**src/rtl/mac_header_parser.sv**
```systemverilog
`default_nettype none
// ============================================================================
// Module      : mac_header_parser
// Description : Captures DA/SA of each frame, looks up the egress port,
//               learns the source port and presents a forwarding decision.
// Revision    : 1.0
// ============================================================================
module mac_header_parser #(
  parameter int pADRESS = 2,
  parameter int pHASH   = 14
) (
  input  logic               iclk,
  input  logic               i_rst,
  input  logic               i_valid,
  input  logic [7:0]         i_data,
  input  logic               i_sof,
  input  logic               i_eof,
  input  logic [pADRESS-1:0] i_src_port,
  input  logic [pADRESS-1:0] i_table_port,
  output logic               o_write_enable,
  output logic [pADRESS-1:0] o_port_num,
  output logic [pHASH-1:0]   o_MAC_SA,
  output logic [pHASH-1:0]   o_MAC_DA,
  output logic               o_fwd_valid,
  input  logic               i_fwd_ready,
  output logic [pADRESS-1:0] o_fwd_port,
  output logic               o_fwd_flood,
  output logic [7:0]         o_runt_cnt
);

  typedef enum logic [2:0] {
    IDLE    = 3'd0,
    HDR     = 3'd1,
    LOOKUP  = 3'd2,
    CAPTURE = 3'd3,
    LEARN   = 3'd4,
    RESULT  = 3'd5,
    SKIP    = 3'd6
  } state_t;

  state_t               r_state;
  state_t               w_next;
  logic [87:0]          r_hdr;
  logic [3:0]           r_cnt;
  logic [pADRESS-1:0]   r_src_port;
  logic [pADRESS-1:0]   r_port_num;
  logic [pADRESS-1:0]   r_fwd_port;
  logic [pHASH-1:0]     r_mac_sa;
  logic [pHASH-1:0]     r_mac_da;
  logic                 r_fwd_flood;
  logic                 r_da_grp;
  logic                 r_sa_grp;
  logic                 r_eof_seen;
  logic [7:0]           r_runt_cnt;
  logic [95:0]          w_hdr_next;
  logic                 w_start;
  logic                 w_shift;
  logic                 w_hdr_done;
  logic                 w_runt;

  // Fold the 48-bit address into pHASH-bit chunks, last chunk zero-padded.
  function automatic logic [pHASH-1:0] f_hash(input logic [47:0] a);
    logic [pHASH-1:0] h;
    logic [47:0]      sh;
    h = '0;
    for (int c = 0; c < 48; c += pHASH) begin
      sh = a >> c;
      h  = h ^ sh[pHASH-1:0];
    end
    return h;
  endfunction

  assign w_hdr_next = {r_hdr, i_data};

  always_ff @(posedge iclk) begin
    if (i_rst) r_state <= IDLE;
    else       r_state <= w_next;
  end

  always_comb begin
    w_next         = r_state;
    w_start        = 1'b0;
    w_shift        = 1'b0;
    w_hdr_done     = 1'b0;
    w_runt         = 1'b0;
    o_write_enable = 1'b0;
    o_fwd_valid    = 1'b0;
    case (r_state)
      IDLE: begin
        if (i_valid && i_sof) begin
          if (i_eof) w_runt = 1'b1;
          else begin
            w_start = 1'b1;
            w_next  = HDR;
          end
        end
      end
      HDR: begin
        if (i_valid) begin
          if (i_sof) begin
            if (i_eof) begin
              w_runt = 1'b1;
              w_next = IDLE;
            end else begin
              w_start = 1'b1;
            end
          end else if (r_cnt == 4'd11) begin
            w_hdr_done = 1'b1;
            w_next     = LOOKUP;
          end else if (i_eof) begin
            w_runt = 1'b1;
            w_next = IDLE;
          end else begin
            w_shift = 1'b1;
          end
        end
      end
      LOOKUP:  w_next = CAPTURE;
      CAPTURE: w_next = LEARN;
      LEARN: begin
        o_write_enable = ~r_sa_grp;
        w_next         = RESULT;
      end
      RESULT: begin
        o_fwd_valid = 1'b1;
        if (i_fwd_ready)
          w_next = (r_eof_seen || (i_valid && i_eof)) ? IDLE : SKIP;
      end
      SKIP: begin
        if (i_valid) begin
          if (i_sof) begin
            if (i_eof) begin
              w_runt = 1'b1;
              w_next = IDLE;
            end else begin
              w_start = 1'b1;
              w_next  = HDR;
            end
          end else if (i_eof) begin
            w_next = IDLE;
          end
        end
      end
      default: w_next = IDLE;
    endcase
  end

  always_ff @(posedge iclk) begin
    if (i_rst) begin
      r_hdr       <= '0;
      r_cnt       <= '0;
      r_src_port  <= '0;
      r_port_num  <= '0;
      r_fwd_port  <= '0;
      r_mac_sa    <= '0;
      r_mac_da    <= '0;
      r_fwd_flood <= 1'b0;
      r_da_grp    <= 1'b0;
      r_sa_grp    <= 1'b0;
      r_eof_seen  <= 1'b0;
      r_runt_cnt  <= '0;
    end else begin
      if (w_start) begin
        r_hdr      <= {80'b0, i_data};
        r_cnt      <= 4'd1;
        r_src_port <= i_src_port;
      end else if (w_shift) begin
        r_hdr <= w_hdr_next[87:0];
        r_cnt <= r_cnt + 4'd1;
      end
      // Header complete: everything downstream works from these snapshots,
      // so the next frame may overwrite r_hdr freely.
      if (w_hdr_done) begin
        r_cnt      <= r_cnt + 4'd1;
        r_mac_da   <= f_hash(w_hdr_next[95:48]);
        r_mac_sa   <= f_hash(w_hdr_next[47:0]);
        r_da_grp   <= w_hdr_next[88];
        r_sa_grp   <= w_hdr_next[40];
        r_port_num <= r_src_port;
        r_eof_seen <= i_eof;
      end
      if ((r_state == LOOKUP || r_state == CAPTURE || r_state == LEARN ||
           r_state == RESULT) && i_valid && i_eof)
        r_eof_seen <= 1'b1;
      if (r_state == CAPTURE) begin
        r_fwd_port  <= i_table_port;
        r_fwd_flood <= r_da_grp;
      end
      if (w_runt && (r_runt_cnt != 8'hFF))
        r_runt_cnt <= r_runt_cnt + 8'd1;
    end
  end

  assign o_port_num  = r_port_num;
  assign o_MAC_SA    = r_mac_sa;
  assign o_MAC_DA    = r_mac_da;
  assign o_fwd_port  = r_fwd_port;
  assign o_fwd_flood = r_fwd_flood;
  assign o_runt_cnt  = r_runt_cnt;

endmodule
`default_nettype wire

```
**config.mk**
```make
export PLATFORM = sky130hd
export DESIGN_NAME = mac_header_parser
export DESIGN_NICKNAME = d
export VERILOG_FILES = /design/src/rtl/mac_header_parser.sv
export SDC_FILE = /design/constraint.sdc
export NUM_CORES = 1
export LEC_CHECK = 0
export ABC_AREA = 1
export CAP_MARGIN = 0
export CORE_MARGIN = 10
export CORE_UTILIZATION = 30
export CTS_CLUSTER_DIAMETER = 100
export DETAILED_ROUTE_END_ITERATION = 8
export PLACE_DENSITY = 0.46
export SLEW_MARGIN = 10
export SYNTH_ARGS = -nofsm -noshare
export SYNTH_HDL_FRONTEND = slang
export SYNTH_SLANG_ARGS = --single-unit
```
**constraint.sdc**
```tcl
create_clock -name iclk -period 1.7 [get_ports iclk]
set_clock_uncertainty 0.1 [all_clocks]
set_input_delay 0.34 -clock iclk [delete_from_list [all_inputs] [get_ports iclk]]
set_output_delay 0.34 -clock iclk [all_outputs]
set_load 0.01 [all_outputs]
```
==> results.md <==
* Commonest cells in the netlist: nor2_1 (150), dfxtp_1 (141), a21oi_1 (93)
* # rows at 52
* Smallest hold slack at 351 ps
* Final instance count without filler cells at 1160
* DRC violations left at 0
* Util after Layout at 0.448
* F_max at 582 MHz
* CTS root buf: clkbuf_16
* Diodes inserted at 0
* WS Path Type: register to register
* Number of synthesized register bits at 141
* Asr flop ratio synth at 0
* GRT Overall Usage at 0.124
* Final worst-path cycle share at 1.01
* CTS tree: built
* GPL Wtd Cong at 0.803
* Via density at 4.50
* Largest net degree at the start of global routing at 48
* Total CTS buffers at 17
* Nature of the critical path startpoint: register
* Final worst path period need at 1720 ps
* Measured slew at the worst slew-check pin at 383 ps
* Final Instance Area at 9090 µm²
* Final worst setup slack at -18.8 ps
* Nature of the critical path endpoint: register
* Hold Path Class: register to register
* Die height at 164 µm
* Fraction of layout cells with a size suffix above 1 at 0.293
* Sequential share of the synthesized area at 0.455
* Mapped Cells at 750
* Crit. Startpoint: r_cnt[0]
* Yosys cell types at 26
* Sink Count at 141
* Vias in the first global route at 5076
* # placed instances at 1098
* Yosys top cell by area: dfxtp_1
* Ys flop type: dfxtp_1
* Max_cap viols at 0
* Syn nets at 770
* Failing checks: setup timing
* Setup crit end: o_MAC_SA[2]
* Initial Util at 0.305
* First-pass GRT wire length at 26600 µm
* Fill cell count at 2033
* Total grt overflow at 0
* # IOs at 61
* Worst Path Arrival at 1960 ps
* Top cells by area, synth: dfxtp_1 (46%), nor2_1 (9.1%), a211oi_2 (7.9%)
* DIE AREA at 26800 µm²
* Worst flop-to-flop path startpoint: r_cnt[0]
* # hold bufs at CTS at 0
* Routed WL at 17000 µm
* Antenna-violating nets left at 0
* Ys Warns at 0
* Post-Syn Area at 6200 µm²
* Area added between synthesis and finish at 46.7%
* Core area at 20300 µm²
* Antenna violations before repair at 0
* Hold Path Origin: r_da_grp
* Worst-path maximum fanout at 8
* TritonRoute pass-1 iters at 4
* Clk slew on worst S/H paths at 60 ps
* HPWL Detailed at 11000 µm
* Syn Area/Cell at 8.27 µm²
* Worst skew pair latency at 420 ps
* Outcome: finished, violations left
* Worst reg2reg endpoint: o_MAC_SA[2]
* CP required at 1940 ps
* Unrepaired setup endpoints after global routing: yes
* H-tree level count at 4
* TNS Setup at -50.4 ps
* Rel. slew slack at 0.743
* DRT iter0 DRCs at 326
* Fin. Hold Viols at 0
* EDFF count, synth at 0
* Setup violators final at 6
* Die X at 164 µm
* R2R Setup Slk at -20 ps
* Reg2reg path depth at 10
* Place WS at -400 ps
* PD cells at 857 nW/µm²
* I/O Buffers at 60
* Max Root-Sink Buffers at 2
* Post-DR wirelength/cell at 14.7 µm
* Nets at 897
* DR vias at 5217
* Tot Pwr at 7.79 mW
* LEAKAGE at 3.57 nW
* VDD IR max at 601 µV
* Final Max Slew Viols at 0
* Share of the synthesized area in the top cell type at 0.455
* Top-count cell post-synth: nor2_1
* Post-DP Area at 7480 µm²
-- registers in the layout (all words and copies together) (netlist names) --
signal	cells
o_fwd_port	2
r_da_grp	1
r_src_port	2
r_sa_grp	1
o_port_num	2
r_eof_seen	1
o_runt_cnt	8
r_state	3
r_hdr	88
r_cnt	4
o_MAC_SA	14
o_MAC_DA	14
o_fwd_flood	1
-- metal layers --
layer / part of all wire / track usage / vias up
met2: 0.49 / 0.204 / 61
met1: 0.47 / 0.157 / 2419
li1: - / - / 2728
met5: 0 / 0 / -
met3: 0.038 / 0.0303 / 9
met4: 0.0083 / 0.0398 / 0
-- worst min path at each step --
stage / end / slack [ps] / depth (start not counted)
final: r_da_grp / 350 / 2
after global routing: r_da_grp / 380 / 2
after CTS: r_da_grp / 350 / 2
after detailed placement: r_da_grp / 340 / 2
after global placement: r_da_grp / 340 / 2
after floorplan: o_fwd_flood / 330 / 2
-- report_power, final --
part	total [mW]	switching, mW	internal (mW)
clock network	3.97	1.46	2.50
registers	3.35	0.0224	3.33
logic	0.472	0.257	0.215
-- worst max-delay path: stages, from the launching register on --
cell,delay [ps]
dfxtp_2,350
ha_4,150
nand2_4,50
buf_6,110
nor3_4,130
nand2_2,100
nor2_4,170
buf_6,150
buf_12,120
o21ai_1,60
a21oi_1,150
-- kinds of logic after synthesis --
kind of cell,synth area share
adders and majority gates,0.00403
DFF,0.455
xor gates and xnor gates,0.103
buffers and inverters,0.0728
and+or+nand+nor,0.176
AOI/OAI and AO/OA,0.188
-- layout by cell type (no fill, tap or decap), types with 3 or more instances in the layout --
cell / instances
clkbuf_16: 25
xnor2_1: 53
o21ai_2: 3
o21ai_0: 29
inv_4: 3
dfxtp_1: 135
nor2_1: 120
bufinv_16: 4
buf_12: 15
nor2_4: 13
a211oi_2: 39
nor2_2: 22
o21ai_1: 11
clkdlybuf4s50_1: 16
buf_16: 7
inv_1: 57
nand2_4: 7
dfxtp_2: 4
nand2_2: 3
nand3_2: 3
nand2_1: 53
buf_6: 10
buf_4: 44
nand3_1: 24
clkinv_4: 4
a21oi_1: 60
nand3b_1: 4
a21oi_2: 30
a21oi_4: 3
nand4_1: 3
xor2_1: 20
dlygate4sd2_1: 41
-- layout make-up --
type,count,area (µm²),area share
inverter,62,240,0.0264
multi-input combinational,509,3340,0.367
sequential,141,2840,0.312
tap,270,338,0.0371
clock inverter,13,189,0.0208
clock buffer,19,443,0.0487
timing repair buffer,146,1710,0.188
-- timing repair --
action	4_1_cts	5_1_grt
gates cloned	7	11
pin swaps	5	53
setup endpoints to repair	155	136
resized for setup	96	107
setup buffers	10	4
No activity file was read; power rests on OpenSTA's default activity.
